===== src/rtl/tsf64_reader_pkg.sv =====
// Shared IPIC and ath9k definitions, plus the TSF reader state encoding.
package tsf64_reader_pkg;

  // IPIC lite dispatcher request type codes
  localparam logic [2:0] IPIC_SINGLE_RD = 3'd2;
  localparam logic [2:0] IPIC_SINGLE_WR = 3'd3;

  // ath9k TSF register bus addresses
  localparam logic [31:0] AR_TSF_L32 = 32'h0000_804C;
  localparam logic [31:0] AR_TSF_U32 = 32'h0000_8050;

  // TSF reader FSM encoding
  localparam logic [3:0] ST_IDLE      = 4'd0;
  localparam logic [3:0] ST_ISSUE_HI1 = 4'd1;
  localparam logic [3:0] ST_WAIT_HI1  = 4'd2;
  localparam logic [3:0] ST_ISSUE_LO  = 4'd3;
  localparam logic [3:0] ST_WAIT_LO   = 4'd4;
  localparam logic [3:0] ST_ISSUE_HI2 = 4'd5;
  localparam logic [3:0] ST_WAIT_HI2  = 4'd6;
  localparam logic [3:0] ST_CHECK     = 4'd7;
  localparam logic [3:0] ST_DRAIN     = 4'd8;

  function automatic logic st_is_issue(input logic [3:0] st);
    return (st == ST_ISSUE_HI1) || (st == ST_ISSUE_LO) || (st == ST_ISSUE_HI2);
  endfunction

  function automatic logic st_is_wait(input logic [3:0] st);
    return (st == ST_WAIT_HI1) || (st == ST_WAIT_LO) || (st == ST_WAIT_HI2);
  endfunction

endpackage


===== src/rtl/tsf64_reader_if.sv =====
// Request/response bus between the TSF reader and the IPIC lite dispatcher.
//
// Handshake: ipic_start is a one-cycle request qualified by ipic_type and
// read_addr; the dispatcher answers some cycles later with a one-cycle
// ipic_done, and single_read_data is valid from that cycle on. There is no
// backpressure: the master never raises a second ipic_start before the
// ipic_done of the first, and holds read_addr stable from start to done.
interface tsf64_reader_if #(
  parameter int ADDR_WIDTH = 32,
  parameter int DATA_WIDTH = 32
) ();
  logic [2:0]            ipic_type;
  logic                  ipic_start;
  logic                  ipic_done;
  logic [ADDR_WIDTH-1:0] read_addr;
  logic [ADDR_WIDTH-1:0] write_addr;
  logic [DATA_WIDTH-1:0] write_data;
  logic [DATA_WIDTH-1:0] single_read_data;

  modport master (
    output ipic_type, ipic_start, read_addr, write_addr, write_data,
    input  ipic_done, single_read_data
  );

  modport slave (
    input  ipic_type, ipic_start, read_addr, write_addr, write_data,
    output ipic_done, single_read_data
  );
endinterface


===== src/rtl/tsf64_reader.sv =====
// Reads the 64-bit ath9k TSF as upper, lower, upper over the IPIC dispatcher
// and retries the lower/upper pair when the upper word rolled over.
module tsf64_reader
  import tsf64_reader_pkg::*;
#(
  parameter int                    ADDR_WIDTH     = 32,
  parameter int                    DATA_WIDTH     = 32,
  parameter logic [ADDR_WIDTH-1:0] TSF_L32_ADDR   = ADDR_WIDTH'(AR_TSF_L32),
  parameter logic [ADDR_WIDTH-1:0] TSF_U32_ADDR   = ADDR_WIDTH'(AR_TSF_U32),
  parameter int                    MAX_RETRY      = 3,
  parameter int                    TIMEOUT_CYCLES = 4096
) (
  input  logic                    clk,
  input  logic                    reset_n,
  input  logic                    req,
  output logic                    busy,
  output logic                    tsf_valid,
  output logic [2*DATA_WIDTH-1:0] tsf,
  output logic                    err,
  tsf64_reader_if.master          bus,
  output logic [3:0]              state_dbg
);

  localparam int RW = (MAX_RETRY > 0) ? $clog2(MAX_RETRY + 1) : 1;
  localparam int TW = (TIMEOUT_CYCLES > 2) ? $clog2(TIMEOUT_CYCLES) : 1;

  logic [3:0]            state;
  logic [3:0]            state_next;
  logic [RW-1:0]         retry_cnt;
  logic [TW-1:0]         tmo_cnt;
  logic [DATA_WIDTH-1:0] hi1;
  logic [DATA_WIDTH-1:0] lo;
  logic [DATA_WIDTH-1:0] hi2;
  logic                  tmo_hit;

  // The counter is 0 in the first WAIT cycle, so the err pulse registered on
  // the edge that would take it to TIMEOUT_CYCLES-1 lands exactly
  // TIMEOUT_CYCLES cycles after the start. A done in that cycle wins.
  assign tmo_hit = (tmo_cnt == TW'(TIMEOUT_CYCLES - 2)) && !bus.ipic_done;

  assign busy           = (state != ST_IDLE);
  assign state_dbg      = state;
  assign bus.ipic_start = st_is_issue(state);
  assign bus.ipic_type  = IPIC_SINGLE_RD;
  assign bus.write_addr = '0;
  assign bus.write_data = '0;

  // Next-state decode; only one dispatcher request is ever outstanding.
  always_comb begin
    state_next = state;
    case (state)
      ST_IDLE:      if (req) state_next = ST_ISSUE_HI1;
      ST_ISSUE_HI1: state_next = ST_WAIT_HI1;
      ST_WAIT_HI1: begin
        if (bus.ipic_done)  state_next = ST_ISSUE_LO;
        else if (tmo_hit)   state_next = ST_DRAIN;
      end
      ST_ISSUE_LO:  state_next = ST_WAIT_LO;
      ST_WAIT_LO: begin
        if (bus.ipic_done)  state_next = ST_ISSUE_HI2;
        else if (tmo_hit)   state_next = ST_DRAIN;
      end
      ST_ISSUE_HI2: state_next = ST_WAIT_HI2;
      ST_WAIT_HI2: begin
        if (bus.ipic_done)  state_next = ST_CHECK;
        else if (tmo_hit)   state_next = ST_DRAIN;
      end
      // A mismatch re-reads only the lower word and the new upper word,
      // treating the last upper read as the new reference.
      ST_CHECK: begin
        if (hi2 == hi1)                  state_next = ST_IDLE;
        else if (retry_cnt < RW'(MAX_RETRY)) state_next = ST_ISSUE_LO;
        else                             state_next = ST_IDLE;
      end
      // A timed-out request may still complete; swallow its done here so it
      // cannot be mistaken for the response to a later request.
      ST_DRAIN:     if (bus.ipic_done) state_next = ST_IDLE;
      default:      state_next = ST_IDLE;
    endcase
  end

  // State, captured words, counters and result/pulse registers.
  always_ff @(posedge clk) begin
    if (!reset_n) begin
      state         <= ST_IDLE;
      tsf_valid     <= 1'b0;
      err           <= 1'b0;
      tsf           <= '0;
      bus.read_addr <= '0;
      retry_cnt     <= '0;
      tmo_cnt       <= '0;
      hi1           <= '0;
      lo            <= '0;
      hi2           <= '0;
    end else begin
      state     <= state_next;
      tsf_valid <= 1'b0;
      err       <= 1'b0;

      if (st_is_issue(state_next))
        bus.read_addr <= (state_next == ST_ISSUE_LO) ? TSF_L32_ADDR : TSF_U32_ADDR;

      if (st_is_issue(state))
        tmo_cnt <= '0;
      else if (st_is_wait(state))
        tmo_cnt <= tmo_cnt + TW'(1);

      case (state)
        ST_IDLE: if (req) retry_cnt <= '0;
        ST_WAIT_HI1: begin
          if (bus.ipic_done) hi1 <= bus.single_read_data;
          else if (tmo_hit)  err <= 1'b1;
        end
        ST_WAIT_LO: begin
          if (bus.ipic_done) lo <= bus.single_read_data;
          else if (tmo_hit)  err <= 1'b1;
        end
        ST_WAIT_HI2: begin
          if (bus.ipic_done) hi2 <= bus.single_read_data;
          else if (tmo_hit)  err <= 1'b1;
        end
        ST_CHECK: begin
          if (hi2 == hi1) begin
            tsf       <= {hi2, lo};
            tsf_valid <= 1'b1;
          end else if (retry_cnt < RW'(MAX_RETRY)) begin
            hi1       <= hi2;
            retry_cnt <= retry_cnt + RW'(1);
          end else begin
            err <= 1'b1;
          end
        end
        default: ;
      endcase
    end
  end

endmodule


===== src/flat_wrapper.sv =====
// flat-port wrapper written by rule: the top's interface ports become plain ports
module tsf64_reader_flat import tsf64_reader_pkg::*;
#(
  parameter int                    ADDR_WIDTH     = 32,
  parameter int                    DATA_WIDTH     = 32,
  parameter logic [ADDR_WIDTH-1:0] TSF_L32_ADDR   = ADDR_WIDTH'(AR_TSF_L32),
  parameter logic [ADDR_WIDTH-1:0] TSF_U32_ADDR   = ADDR_WIDTH'(AR_TSF_U32),
  parameter int                    MAX_RETRY      = 3,
  parameter int                    TIMEOUT_CYCLES = 4096
)
  (clk, reset_n, req, busy, tsf_valid, tsf, err, state_dbg, bus_ipic_type, bus_ipic_start, bus_read_addr, bus_write_addr, bus_write_data, bus_ipic_done, bus_single_read_data);
  tsf64_reader_if #(.ADDR_WIDTH(ADDR_WIDTH), .DATA_WIDTH(DATA_WIDTH)) bus_i ();
  input  logic clk;
  input  logic reset_n;
  input  logic req;
  output logic busy;
  output logic tsf_valid;
  output logic [2*DATA_WIDTH-1:0] tsf;
  output logic err;
  output logic [3:0] state_dbg;
  output wire logic [$bits(bus_i.ipic_type)-1:0] bus_ipic_type;
  output wire logic [$bits(bus_i.ipic_start)-1:0] bus_ipic_start;
  output wire logic [$bits(bus_i.read_addr)-1:0] bus_read_addr;
  output wire logic [$bits(bus_i.write_addr)-1:0] bus_write_addr;
  output wire logic [$bits(bus_i.write_data)-1:0] bus_write_data;
  input wire logic [$bits(bus_i.ipic_done)-1:0] bus_ipic_done;
  input wire logic [$bits(bus_i.single_read_data)-1:0] bus_single_read_data;
  assign bus_ipic_type = bus_i.ipic_type;
  assign bus_ipic_start = bus_i.ipic_start;
  assign bus_read_addr = bus_i.read_addr;
  assign bus_write_addr = bus_i.write_addr;
  assign bus_write_data = bus_i.write_data;
  assign bus_i.ipic_done = bus_ipic_done;
  assign bus_i.single_read_data = bus_single_read_data;
  tsf64_reader #(.ADDR_WIDTH(ADDR_WIDTH), .DATA_WIDTH(DATA_WIDTH), .TSF_L32_ADDR(TSF_L32_ADDR), .TSF_U32_ADDR(TSF_U32_ADDR), .MAX_RETRY(MAX_RETRY), .TIMEOUT_CYCLES(TIMEOUT_CYCLES)) u_core (.clk(clk), .reset_n(reset_n), .req(req), .busy(busy), .tsf_valid(tsf_valid), .tsf(tsf), .err(err), .bus(bus_i), .state_dbg(state_dbg));
endmodule

===== config.mk =====
export PLATFORM = sky130hd
export DESIGN_NAME = tsf64_reader_flat
export DESIGN_NICKNAME = d
export VERILOG_FILES = /design/src/rtl/tsf64_reader_pkg.sv /design/src/rtl/tsf64_reader_if.sv /design/src/rtl/tsf64_reader.sv /design/src/flat_wrapper.sv
export SDC_FILE = /design/constraint.sdc
export NUM_CORES = 1
export LEC_CHECK = 0
export CAP_MARGIN = 25
export CORE_ASPECT_RATIO = 1.1
export CORE_UTILIZATION = 50
export CTS_BUF_LIST = sky130_fd_sc_hd__clkbuf_8 sky130_fd_sc_hd__clkbuf_16
export CTS_CLUSTER_SIZE = 30
export DETAILED_ROUTE_END_ITERATION = 10
export HOLD_SLACK_MARGIN = 0.05
export PLACE_DENSITY = 0.91
export SYNTH_ARGS = -nofsm -noshare
export SYNTH_HDL_FRONTEND = slang
export SYNTH_SLANG_ARGS = --single-unit

===== constraint.sdc =====
create_clock -name clk -period 2 [get_ports clk]
set_input_delay 0.5 -clock clk [delete_from_list [all_inputs] [get_ports clk]]
set_output_delay 0.5 -clock clk [all_outputs]
set_load 0.02 [all_outputs]

After elaboration in Yosys (flattened, before gate mapping)
Cells that the tools add are included.
Cells by class
  muxes and demuxes: 24
  reduce and logical (&&, ||, !) cells: 20
  $add $sub $neg: 2
  eq/ne operators: 17
  bitwise logic cells: 1
  $lt $le $gt $ge: 1
Operators with widths (count)
  $mux 32: 3
  $pmux 32 s2: 1
  $pmux 4 s9: 1
  $eq 32x32->1: 1
  $mux 4: 7
  $eq 4x3->1 const B: 5
  $add 12x1->12 const B: 1
  $eq 12x12->1 const B: 1
  $eq 4x2->1 const B: 3
  $eq 4x1->1 const B: 2
  $mux 2: 4
  $reduce_and 2->1: 4
  $reduce_and 4->1: 2
  $logic_or 1x1->1: 6
  $ne 2x2->1 const B: 3
  $mux 1: 5
  $mux 5: 1
  $eq 4x4->1 const B: 1
  $logic_not 4->1: 1
  $pmux 2 s2: 1
  $reduce_bool 2->1: 2
  $reduce_bool 4->1: 1
  $reduce_or 3->1: 1
  $add 2x1->2 const B: 1
  7 further kinds: 7
Word-level totals
  output and inout bits: 171
  register bits after elaboration: 212

Longest topological paths before layout
Gate-level depths: netlist of run 1.
  depth after elaboration: 8
  mapped depth: 8

Worst setup path before layout of run 1
Ideal clock, no wire load.
  path kind: register -> register
  from: register u_core.state[0] (netlist: u_core.state_dbg[0])
  to: register u_core.tmo_cnt[0]
  data required time: 1.872 ns
  clock period less this slack: 1.893 ns
  arrival time: 1.765 ns
  cell stages (with the launch flop): 6
  path slack: 0.107 ns
  path through: dfxtp_1 -> nor2b_1 -> a21boi_0 -> nand2b_1 -> clkbuf_1 -> nor2_1
Between the ends
  word-level cells in the longest chain between the ends: 4
  elaborated cells on any way between the ends: 11
  those cells by class: eq/ne (6); reduce/logical (5)
Ends and longest elaborated chain
  start: declaration: RTL line tsf64_reader.sv:27  | logic [3:0] state;
  start signal: assignment: RTL line tsf64_reader.sv:96  | state <= state_next;
  $eq 4x1->1 / $eq 4x2->1 (equally long branches)
  $logic_or 1x1->1
  $logic_or 1x1->1 *
  named net bus_ipic_start: RTL line flat_wrapper.sv:22  | output wire logic [$bits(bus_i.ipic_start)-1:0] bus_ipic_start;
  $reduce_or 2->1 (no line) *
  end signal: assignment: RTL line tsf64_reader.sv:106  | tmo_cnt <= tmo_cnt + TW'(1);
  end: declaration: RTL line tsf64_reader.sv:30  | logic [TW-1:0] tmo_cnt;
The timed path passes the listed nets; every way through them passes the cells marked *.
A chain may end at the register's enable or synchronous reset.

Worst setup path after layout of run 1
  from: register u_core.hi1[25]
  to: register u_core.tsf[13]
Between the ends
  word-level cells in the longest chain between the ends: 2
Ends and longest elaborated chain
  start: declaration: RTL line tsf64_reader.sv:31  | logic [DATA_WIDTH-1:0] hi1;
  start signal: assignment: RTL line tsf64_reader.sv:111  | if (bus.ipic_done) hi1 <= bus.single_read_data;
  start signal: assignment: RTL line tsf64_reader.sv:127  | hi1 <= hi2;
  $eq 32x32->1: RTL line tsf64_reader.sv:123  | if (hi2 == hi1) begin
  $reduce_and 2->1 (no line)
  end signal: assignment: RTL line tsf64_reader.sv:124  | tsf <= {hi2, lo};
  end: declaration: RTL line tsf64_reader.sv:18  | output logic [2*DATA_WIDTH-1:0] tsf,
No other way between the ends.

==> results of run 1 <==
==> critical path, delay by kind of cell, from the launching register on <==
kind / cells / cell delay [ns]
xor gates and xnor gates: 1 / 0.18
buffers and inverters: 2 / 0.37
DFF: 1 / 0.33
muxes: 1 / 0.22
and+or+nand+nor: 3 / 0.85
==> worst min-delay path by stage <==
| stage | end | slack [ns] | from |
|---|---|---|---|
| detailed placement | u_core.tsf[53]$_SDFFE_PN0P_ | 0.45 | u_core.tsf[53]$_SDFFE_PN0P_ |
| global placement | u_core.tsf[34]$_SDFFE_PN0P_ | 0.44 | u_core.tsf[34]$_SDFFE_PN0P_ |
| global route | u_core.tsf[20]$_SDFFE_PN0P_ | 0.47 | u_core.lo[20]$_SDFFE_PN0P_ |
| floorplan | u_core.tsf[0]$_SDFFE_PN0P_ | 0.44 | u_core.lo[0]$_SDFFE_PN0P_ |
| CTS | u_core.bus.read_addr[6]$_SDFFE_PN0P_ | 0.45 | reset_n |
| finish | u_core.tsf[6]$_SDFFE_PN0P_ | 0.46 | u_core.tsf[6]$_SDFFE_PN0P_ |
==> timing repair <==
item,4_1_cts,5_1_grt
resized for setup,15,31
pin swaps,6,7
setup buffers,3,5
cloned,1,3
setup endpoints to repair,103,102
==> cell families (layout without fill, tap and decap cells) <==
logic type	after synthesis	after routing
xor gates and xnor gates	42	42
buffers and inverters	167	217
muxes	67	67
AOI/OAI and AO/OA	116	116
adders and majority gates	3	3
DFF	183	183
and+or+nand+nor	431	431
other	2	94
==> flip-flops by register name (all words and copies together) (netlist names) <==
register / count
u_core.tsf: 64
u_core.tmo_cnt: 12
u_core.hi2: 32
u_core.hi1: 32
u_core.retry_cnt: 2
u_core.bus.read_addr: 3
u_core.tsf_valid: 1
u_core.err: 1
u_core.state_dbg: 4
u_core.lo: 32
==> power groups by stage <==
stage	clock, uW	sequential [uW]	combinational, uW
after CTS	3250	3740	795
after floorplan	0	3820	632
after detailed placement	0	3820	766
after global placement	0	3820	759
after global routing	3420	3740	897
final	3240	3740	842
==> Yosys cell counts (5+ instances only) <==
cell,n
sky130_fd_sc_hd__a21boi_0,66
sky130_fd_sc_hd__dfxtp_1,183
sky130_fd_sc_hd__and4_1,5
sky130_fd_sc_hd__o221a_2,29
sky130_fd_sc_hd__buf_6,7
sky130_fd_sc_hd__buf_2,14
sky130_fd_sc_hd__nor2_1,17
sky130_fd_sc_hd__nand4_1,8
sky130_fd_sc_hd__mux2i_1,67
sky130_fd_sc_hd__nand2_1,328
sky130_fd_sc_hd__xor2_1,40
sky130_fd_sc_hd__nor4_1,5
sky130_fd_sc_hd__nand3_1,40
sky130_fd_sc_hd__clkbuf_1,42
sky130_fd_sc_hd__buf_4,98
sky130_fd_sc_hd__nor4_2,5
==> per-stage QoR <==
step	util	cell area [sq um]	hold slack, ns	cells	total power, uW
after floorplan	-	9020	0.438	1103	4460
after global placement	0.585	9950	0.443	1345	4580
after detailed placement	0.585	9950	0.446	1345	4590
after CTS	0.621	10600	0.450	1379	7790
after global routing	0.634	10800	0.473	1387	8060
final	0.634	10800	0.456	1387	7830
==> layer usage <==
metal	vias up	track usage	share of wire	wire length [microns]
met4	0	0.107	0.032	696
li1	3439	-	-	-
met5	-	0	0	0
met1	3415	0.296	0.41	8900
met3	51	0.0573	0.092	2010
met2	374	0.385	0.47	10300
==> final cells by class <==
class,instances,area share
Multi-Input combinational cell,753,0.405
Sequential cell,183,0.341
Timing Repair Buffer,183,0.172
Clock buffer,20,0.0432
Tap cell,234,0.0271
Clock inverter,10,0.00904
Inverter,4,0.00139
==> results, run 1 <==
- From bottom edge to top edge, the die measures 140 microns.
- For this run, the register share of the synthesized area comes to 0.422.
- The cell area that synthesis handed to floorplanning was 8670 sq um.
- The total iterations of the first detailed-routing run is 5.
- Of the total power, the share spent switching nets is 0.256.
- The endpoint identified for the worst register-to-register timing path is u_core.tsf[13]$_SDFFE_PN0P_.
- The initial utilization of the core area, before any placement, comes to 0.510.
- Of the total synthesized cell area, the portion taken by full adders, half adders and majority gates is 0.00433.
- The maximum single-stage delay on the critical path is 0.34 ns.
- The proportion of power drawn by combinational gates is 0.108.
- In this run the mean area of a mapped cell was 8.58 sq um.
- The most used flip-flop cell after synthesis is sky130_fd_sc_hd__dfxtp_1.
- The share of total power in sequential cells is 0.478.
- The internal portion of the total power is 5820 uW.
- In the final layout, the multi-input gates occupy 4370 sq um.
- The post-synthesis compound-gate area fraction came to 0.114.
- Leaving out fill and tap cells, the most frequent cell in the layout is sky130_fd_sc_hd__nand2_1.
- The worst setup skew after layout is 0.00897 ns.
- For this design the total switching power over the nets is 2000 uW.
- The synthesized design contains 183 register bits.
- The fraction of layout cells with a size suffix above 1 is 0.144.
- The proportion of synthesized area in mux cells is 0.0773.
- Clock latency on the worst-skew pair, taken at its later pin, is 0.44 ns.
- Leaving out fill and tap cells, the most frequent cells in the layout are sky130_fd_sc_hd__nand2_1 (328), sky130_fd_sc_hd__dfxtp_1 (174), sky130_fd_sc_hd__clkdlybuf4s50_1 (105), sky130_fd_sc_hd__conb_1 (94), sky130_fd_sc_hd__mux2i_1 (66).
- The count of inserted antenna diode cells is 0.
- The worst hold path depth is 2.
- For the final routed database, the setup TNS stands at -0.811 ns.
- 207 I/O pins were placed.
- The top cell type's share of synthesized area is 0.422.
- The total number of vias is 7279.
- The flow ran to the end, but the final reports show violations.
- In this run the deepest clock path goes through 2 buffers.
- The startpoint of the worst register-to-register path is u_core.hi1[25]$_SDFFE_PN0P_.
- Of the total synthesized cell area, the portion taken by XOR and XNOR cells is 0.0424.
- STA classifies the critical path endpoint as a flop.
- Entering global routing, the biggest net connects 77 pins.
- The growth of design area from synthesis to finish is 24.4%.
- After synthesis, the cell types taking the most area are sky130_fd_sc_hd__dfxtp_1 (42%), sky130_fd_sc_hd__nand2_1 (14%), sky130_fd_sc_hd__buf_4 (8.5%).
- The total area of sequential cells is 3680 sq um.
- Timing analysis after detailed placement gives a worst setup slack of -0.429 ns.
- The wire length of the first global-routing pass is 33600 microns.
- In the global route stage, overall resource usage came out at 0.236.
- Summed over all cells, the static leakage comes to 0.00410 uW.
- The share of total power in the clock network is 0.414.
- The area of the die is 17900 sq um.
- The checks that failed: setup timing.
- The capturing element of the worst setup path is u_core.tsf[13]$_SDFFE_PN0P_.
- In this run the tool buffered the top-level ports with 112 buffer cells.
- The total count of hold-check failures in the final report is 0.
- After filler insertion, the fill cell instance count of the layout stands at 1329.
- For this run, asynchronously set or reset flops after synthesis account for 0.
- The initial antenna violation count is 0.
- The setup slack of the critical path after layout is -0.0384 ns.
- The via count of the first global-routing pass came to 6590.
- The post-route fraction of the period consumed by the critical path is 1.02.
- The clock-pin transition on the worst setup and hold timing paths is 0.06 ns.
- The number of levels the H-tree was split into is 4.
- Max-cap violations in this run came to 0.
- The cell depth of the worst flop-to-flop path is 7.
- The class of the most critical hold timing path is flop to flop.
- Counting the buffers created by CTS gives 17.
- Clock tree synthesis found a total of 183 sinks.
- Counting I/O delays and the setup requirement, the final critical path takes 2.04 ns.
- The detailed-route wire length per cell is 15.8 microns.
- After clock tree synthesis, the flow added hold-fix buffers numbering 0.
- The endpoint arrival time on the critical path is 2.39 ns.
- At the end of routability-driven placement, the weighted congestion stood at 0.868.
- For this run, design rule violations remaining after detail routing come to 0.
- For this design the ratio of total power to cell area is 725 nW/um^2.
- The aggregate routed wire length is 21900 microns.
- The setup check on the worst reg-to-reg path leaves a slack of -0.04 ns.
- The synthesized netlist contains 47 unique library cells.
- Setup repair after global routing could not meet its margin everywhere.
- The maximum fanout along the worst path is 8.
- The buffer type at the clock tree root is sky130_fd_sc_hd__clkbuf_16.
- The main combinational cell family by area after synthesis is simple AND/OR/NAND/NOR gates.
- The simple-gate portion of the synthesized area is 0.213.
- Yosys mapped a number of flops with a built-in enable equal to 0.
- TritonCTS built the clock tree.
- The area of the core region is 17000 sq um.
- The number of failing setup endpoints in the final timing report is 58.
- The largest individual stage delay along the critical path comes from the cell sky130_fd_sc_hd__nor4_2.
- Traced cell by cell, the critical path runs through xor2_2, nor4_2, nand4_1, nor3_4, buf_8, buf_12, mux2i_2.
- During synthesis, Yosys emitted a total of 0 warnings.
- The number of nets in the layout is 1181.
- After legalization and detailed placement, the total HPWL measured 14100 microns.
- The floorplan has 50 rows.
- Static timing analysis puts the maximum clock frequency at 491 MHz.
- The die span in x is 128 microns.
- The worst setup path is launched from a flop.
- The number of pins with negative max-slew slack in the final report is 0.
- Using the TritonRoute via totals, the vias-per-cell ratio works out to 5.25.
- The startpoint of the most critical setup path is u_core.hi1[25]$_SDFFE_PN0P_.
- The number of standard cells after synthesis is 1011.
- The data required time of the critical path is 2.35 ns.
- The biggest area consumer among synthesized cells is sky130_fd_sc_hd__dfxtp_1.
- The maximum VDD drop is 0.000657 V.
- The sum of overflow across all layers after global routing is 0.
- The DRC violation total after the first TritonRoute iteration is 778.
- The critical path is of the flop to flop type.
- The number of antenna-violating nets in the routed design is 0.
Power figures use the tool's default switching activity.
==> run 2: changes to the inputs <==
--- a/config.mk
+++ b/config.mk
@@ -9,6 +9,7 @@
 export CORE_ASPECT_RATIO = 1.1
 export CORE_UTILIZATION = 50
 export CTS_BUF_LIST = sky130_fd_sc_hd__clkbuf_8 sky130_fd_sc_hd__clkbuf_16
+export CTS_CLUSTER_DIAMETER = 40
 export CTS_CLUSTER_SIZE = 30
 export DETAILED_ROUTE_END_ITERATION = 10
 export HOLD_SLACK_MARGIN = 0.05
==> results of run 2 <==
The final DEF is identical to that of run 1; final timing and power are the same.
